--- config.mk ---
export PLATFORM = sky130hd
export DESIGN_NAME = column_drop_ctrl
export DESIGN_NICKNAME = d
export VERILOG_FILES = /design/src/rtl/column_drop_ctrl.sv
export SDC_FILE = /design/constraint.sdc
export NUM_CORES = 1
export LEC_CHECK = 0
export ABC_AREA = 0
export CORE_MARGIN = 1
export CORE_UTILIZATION = 42
export DETAILED_ROUTE_END_ITERATION = 12
export DONT_BUFFER_PORTS = 1
export PLACE_DENSITY = 0.61
export SYNTH_ARGS = -nofsm -noshare
export SYNTH_HDL_FRONTEND = slang
export SYNTH_SLANG_ARGS = --single-unit
--- constraint.sdc ---
create_clock -name clk -period 4.5 [get_ports clk]
set_input_delay 0.675 -clock clk [delete_from_list [all_inputs] [get_ports clk]]
set_output_delay 0.675 -clock clk [all_outputs]
set_load 0.1 [all_outputs]
--- src/rtl/column_drop_ctrl.sv ---
// Connect4 move controller: validates a column request against the fill counters, then writes or rejects it.
// Optional STRICT_TURN_EN: reject moves whose requesting player does not match the side to move.
module column_drop_ctrl #(
  parameter int ROWS = 6,
  parameter int COLS = 4
) (
  input  logic       clk,
  input  logic       reset,
  input  logic       move_valid,
  input  logic [1:0] move_col,
  input  logic       move_player,
  output logic       move_ready,
  input  logic [2:0] height_0,
  input  logic [2:0] height_1,
  input  logic [2:0] height_2,
  input  logic [2:0] height_3,
  output logic       col_add,
  output logic [1:0] col_sel,
  output logic       board_we,
  output logic [2:0] board_row,
  output logic [1:0] board_col,
  output logic       board_player,
  output logic       move_done,
  output logic       move_reject,
  output logic       turn,
  output logic [4:0] move_count,
  output logic       board_full
);

  localparam logic [2:0] ROWS_L    = 3'(ROWS);
  localparam logic [4:0] MAX_MOVES = 5'(ROWS * COLS);

  typedef enum logic [2:0] {IDLE, CHECK, WRITE, DONE, REJECT} state_t;

  state_t     state, state_nx;
  logic [1:0] col_q;
  logic [2:0] h_sel;
  logic       accept;

`ifdef STRICT_TURN_EN
  logic       player_q;
`else
  logic       unused_move_player;
  assign unused_move_player = move_player;
`endif

  assign board_full = (move_count == MAX_MOVES);
  assign move_ready = (state == IDLE) && !board_full;
  assign accept     = move_valid && move_ready;

  always_comb begin
    h_sel = height_0;
    case (col_q)
      2'd0: h_sel = height_0;
      2'd1: h_sel = height_1;
      2'd2: h_sel = height_2;
      2'd3: h_sel = height_3;
      default: h_sel = height_0;
    endcase
  end

  always_comb begin
    state_nx = state;
    case (state)
      IDLE:   if (accept) state_nx = CHECK;
      CHECK: begin
        if (h_sel >= ROWS_L) state_nx = REJECT;
`ifdef STRICT_TURN_EN
        else if (player_q != turn) state_nx = REJECT;
`endif
        else state_nx = WRITE;
      end
      WRITE:  state_nx = DONE;
      DONE:   state_nx = IDLE;
      REJECT: state_nx = IDLE;
      default: state_nx = IDLE;
    endcase
  end

  always_ff @(posedge clk or posedge reset) begin
    if (reset) state <= IDLE;
    else       state <= state_nx;
  end

  // Row is captured at the CHECK->WRITE edge: the counters increment mid-WRITE,
  // so the height input is no longer the target row during WRITE itself.
  always_ff @(posedge clk or posedge reset) begin
    if (reset) begin
      col_q        <= '0;
      board_row    <= '0;
      board_col    <= '0;
      board_player <= 1'b0;
      turn         <= 1'b0;
      move_count   <= '0;
`ifdef STRICT_TURN_EN
      player_q     <= 1'b0;
`endif
    end else begin
      if (accept) begin
        col_q    <= move_col;
`ifdef STRICT_TURN_EN
        player_q <= move_player;
`endif
      end
      if (state == CHECK && state_nx == WRITE) begin
        board_row    <= h_sel;
        board_col    <= col_q;
        board_player <= turn;
      end
      if (state == DONE) begin
        turn <= ~turn;
        if (move_count != MAX_MOVES) move_count <= move_count + 5'd1;
      end
    end
  end

  assign board_we    = (state == WRITE);
  assign col_add     = (state == WRITE);
  assign col_sel     = (state == WRITE) ? col_q : '0;
  assign move_done   = (state == DONE);
  assign move_reject = (state == REJECT);

endmodule

== After elaboration in Yosys (flattened, before gate mapping) ==
Cells that the tools add are included.

* Output and inout bits: 20
* Bits of input ports: 18
* Logic and storage cells: 32
* Flip-flop bits (word level): 17

* Multiplexer cells: 5
* Bitwise logic cells: 1
* Eq/ne operators: 10
* Reduce and logical (&&, ||, !) cells: 7
* Add/subtract/negate cells: 1
* Order comparisons: 1

{| class="wikitable"
|+ Operators by type and width
! cell !! number
|-
| $pmux 3 s4 || 1
|-
| $eq 3x2->1 const B || 3
|-
| $pmux 3 s3 || 1
|-
| $mux 3 || 2
|-
| $add 5x1->5 const B || 1
|-
| $eq 5x5->1 const B || 1
|-
| $ne 5x5->1 const B || 1
|-
| $eq 2x2->1 const B || 2
|-
| $eq 3x1->1 const B || 1
|-
| $eq 3x3->1 const B || 1
|-
| $ge 3x3->1 const B || 1
|-
| $logic_and 1x1->1 || 3
|-
| $logic_not 3->1 || 1
|-
| $eq 2x1->1 const B || 1
|-
| $logic_not 2->1 || 1
|-
| $mux 2 || 1
|-
| $reduce_and 2->1 || 1
|-
| $logic_not 1->1 || 1
|-
| $not 1->1 || 1
|}

== Logic depth before layout (Yosys ltp) ==
* Depth in word-level cells: 8
* Depth in mapped cells: 5
* Depth with buffers taken out: 5

== Least setup slack after synthesis ==
Ideal clock, no wire load.

* Path kind: register to output
* From: register state[0]
* To: output port col_sel[0]
* Path slack: 1.021 ns
* Cell stages (with the launch flop): 4
* Path buffers: 0
* Data required time: 3.825 ns
* Data arrival time: 2.804 ns
* Cell sequence: dfrtp_1 nand2b_1 nor2_1 and2_1

* Cells in the longest elaborated chain, start to end: 2

{| class="wikitable"
|+ Ends and longest elaborated chain
! element !! RTL line !! text
|-
| from (decl) || 35 || <nowiki>state_t state, state_nx;</nowiki>
|-
| from (signal assigned) || 82 || <nowiki>else state <= state_nx;</nowiki>
|-
| $eq 3x2->1 || - ||
|-
| named net board_we || 19 || <nowiki>output logic board_we,</nowiki>
|-
| $mux 2 || 119 || <nowiki>assign col_sel = (state == WRITE) ? col_q : '0;</nowiki>
|-
| to (decl) || 18 || <nowiki>output logic [1:0] col_sel,</nowiki>
|}

The timed path passes the listed nets, and every way through them passes these cells.

== Worst setup path in the final report ==
* From: register move_count[1]
* To: output port move_ready

* Cells in the longest elaborated chain, start to end: 3

{| class="wikitable"
|+ Ends and longest elaborated chain
! element !! RTL line !! text
|-
| from (decl) || 26 || <nowiki>output logic [4:0] move_count,</nowiki>
|-
| from (signal assigned) || 112 || <nowiki>if (move_count != MAX_MOVES) move_count <= move_count + 5'd1;</nowiki>
|-
| $eq 5x5->1 || 47 || <nowiki>assign board_full = (move_count == MAX_MOVES);</nowiki>
|-
| $logic_not 1->1 || 48 || <nowiki>assign move_ready = (state == IDLE) && !board_full;</nowiki>
|-
| $logic_and 1x1->1 || 48 ||
|-
| to (decl) || 12 || <nowiki>output logic move_ready,</nowiki>
|}

Every way passes these cells.

==> results.py <==
metrics = {
    "cells_and_area": {
        "finish.instance_area_um2": 965,
        "area_delta_synth_final_pct": 15.2,
        "drive_gt1_frac": 0.333,
        "num_antenna_cells": 0,
        "nets": 96,
        "stdcell_count": 100,
    },
    "worst_setup_path": {
        "worst_path_largest_cell_delay_ns": 0.99,
        "slowest_stage": "dfrtp_1",
        "cp_num_buf_inv": 1,
        "cp-start-kind": "flip-flop",
        "worstSetupPathType": "reg -> out",
        "end_kind": "output port",
        "crit_chain": "inv_1 > ha_1 > nand4b_1 > and2_1",
        "crit_required_ns": 3.83,
        "worstPathMaxFanout": 5,
        "crit_family": "simple AND/OR/NAND/NOR gates",
        "cp.arrival_ns": 2.60,
    },
    "route": {
        "vias": 529,
        "wl_um": 1450,
        "wl_per_cell_um": 14.5,
        "dr.pass1.iters": 4,
        "drc_errors": 0,
        "vias_per_cell": 5.29,
        "ant_nets": 0,
        "first_iter_violations": 6,
    },
    "sta": {
        "tns_ns": 0,
        "slew_viol_final": 0,
        "finalHoldViolCount": 0,
        "setup_violations": 0,
        "worstMarginPinSlew_ns": 1.01,
        "rsz0062_at_grt": "false",
        "post-route-period-util": 0.729,
        "timing.fmax_ghz": 0.305,
        "post-route-min-period_ns": 3.28,
        "slew_headroom": 0.329,
        "fin_worst_skew_ns": 0.00471,
    },
    "cts": {
        "clk-insertion-delay-late_ns": 0.29,
        "htreeDepth": 1,
        "cts_setup_buffers": 0,
        "cts_buffers": 3,
        "cts-root-buf": "clkbuf_4",
        "clk_pin_slew_ns": 0.10,
        "clkSinkCount": 17,
        "postCtsHoldBufs": 0,
        "cts_tree": "yes",
        "max-clock-path-buffers": 2,
        "cts_resized": 0,
    },
    "grt": {
        "grt_usage": 0.159,
        "grt.overflow.total": 0,
        "grt_pass1_wl_um": 2340,
        "grt_pass1_vias": 520,
        "grt_start_max_net_pins": 18,
        "antenna_found_initial": 0,
    },
    "synth": {
        "synth_top_area_share": 0.508,
        "synth_top_area_cell": "dfrtp_1",
        "synth_area_per_cell_um2": 12.5,
        "synth_xor_xnor_area_share": 0.0523,
        "muxShareOfSynthArea": 0.175,
        "synth_fp_nets": 87,
        "ys.flop_type": "dfrtp_1",
        "synth-async-reset-ratio": 1.00,
        "synth_compound_area_frac": 0.0628,
        "ys_types": 26,
        "yosysSeqAreaShare": 0.508,
        "syn-cell-area_um2": 837,
        "synthAdderAreaFrac": 0.0299,
        "synth_top_family_by_area": "multiplexers",
        "yosysWarnings": 0,
        "synth_cells": 67,
        "synth_edf_count": 0,
        "synth-simple-area-share": 0.130,
        "synthTopCellsByArea": "dfrtp_1 51%, mux2_2 9.4%, mux4_2 8.1%",
        "ys_ff_latch": 17,
    },
    "placed_design": {
        "portBuffers": 0,
        "hpwl_um": 1140,
        "postPlaceCellArea_um2": 935,
        "place_congestion": 0.685,
        "placed_cells": 96,
    },
    "floorplanning": {
        "die_h_um": 46.6,
        "core_area_um2": 1800,
        "die_area_um2": 2180,
        "num_io_pins": 38,
        "fp.dieW_um": 46.6,
        "rows": 15,
        "start_util": 0.465,
    },
    "run_status": {
        "outcome": "finished, final reports clean",
    },
    "job": {
        "cap_violations": 0,
    },
    "worst_hold_path": {
        "hold_path.class": "in -> async",
    },
}
-- layout by cell type (no fill, tap or decap) --
master / instances
clkbuf_16: 1
a211o_1: 1
clkinvlp_4: 1
and3b_1: 1
clkbuf_4: 3
nor2_1: 3
ha_1: 2
mux4_2: 3
nor3_1: 1
nand3_1: 2
nand2_1: 2
xor2_1: 1
o21ai_0: 1
or3b_2: 1
nand4_1: 2
mux2_2: 7
dfrtp_1: 17
nand2b_1: 1
inv_1: 5
buf_4: 6
nor3b_2: 1
o22a_1: 2
xnor2_1: 4
a21oi_1: 1
a21oi_4: 1
nand4b_1: 1
nor2_4: 1
and2_1: 3
-- cell type report --
cell class	instances	area, µm²
timing repair buffer	7	70.1
clock inverter	1	7.51
tap	25	31.3
fill	177	837
multi-input combinational	42	389
sequential	17	425
clock buffer	3	22.5
inverter	5	18.8
-- cell families (layout without fill, tap and decap cells) --
group / count (synthesis) / in the layout
flip-flops: 17 / 17
XOR/XNOR: 5 / 5
multiplexers: 10 / 10
AND/OR/NAND/NOR: 19 / 19
adder cells (fa/ha/maj): 2 / 2
AO/OA/AOI/OAI: 6 / 6
buffers and inverters: 8 / 16
-- path summary, 6_finish.rpt --
kind	endpoint	cells after the start	startpoint	slack, ns
setup / recovery	move_ready	4	move_count[1]	1.22
hold / removal	board_col[1]	1	reset	0.33
setup reg to reg	move_count[1]	4	state[2]	2.34
hold reg to reg	state[1]	1	state[2]	0.57
max in group asynchronous	move_count[3]	1	reset	3.78
min in group clk	col_q[1]	1	move_col[1]	0.53
-- cell usage after synthesis (2+ instances only) --
cell type,instances
o22a_1,2
and2_1,3
mux4_2,3
inv_1,5
nand2_1,2
nand3_1,2
mux2_2,7
dfrtp_1,17
nor2_1,4
ha_1,2
xnor2_1,4
nand4_1,2
-- registers in the layout (all words and copies together), names as in the netlist --
| register | cells |
|---|---|
| turn | 1 |
| move_count | 5 |
| board_col | 2 |
| board_row | 3 |
| state | 3 |
| board_player | 1 |
| col_q | 2 |
-- per-stage QoR --
step                       util  setup slack [ns]  hold slack (ns)
after floorplan               -              1.02            0.473
after global placement    0.519              1.56            0.553
after detailed placement  0.519              1.52            0.557
after CTS                 0.535              1.19            0.342
after global routing      0.535              1.09            0.362
final                     0.535              1.22            0.328
-- routing by layer --
metal | up-vias | GRT usage | routed length (µm)
li1 | 251 | - | -
met1 | 256 | 0.219 | 647
met2 | 20 | 0.225 | 669
met3 | 2 | 0.0549 | 122
met4 | 0 | 0.0743 | 8
met5 | - | 0 | 0
Power is left out: the tool's default activity adds up to more than one toggle a clock period on the data nets, which glitch-free logic cannot reach.
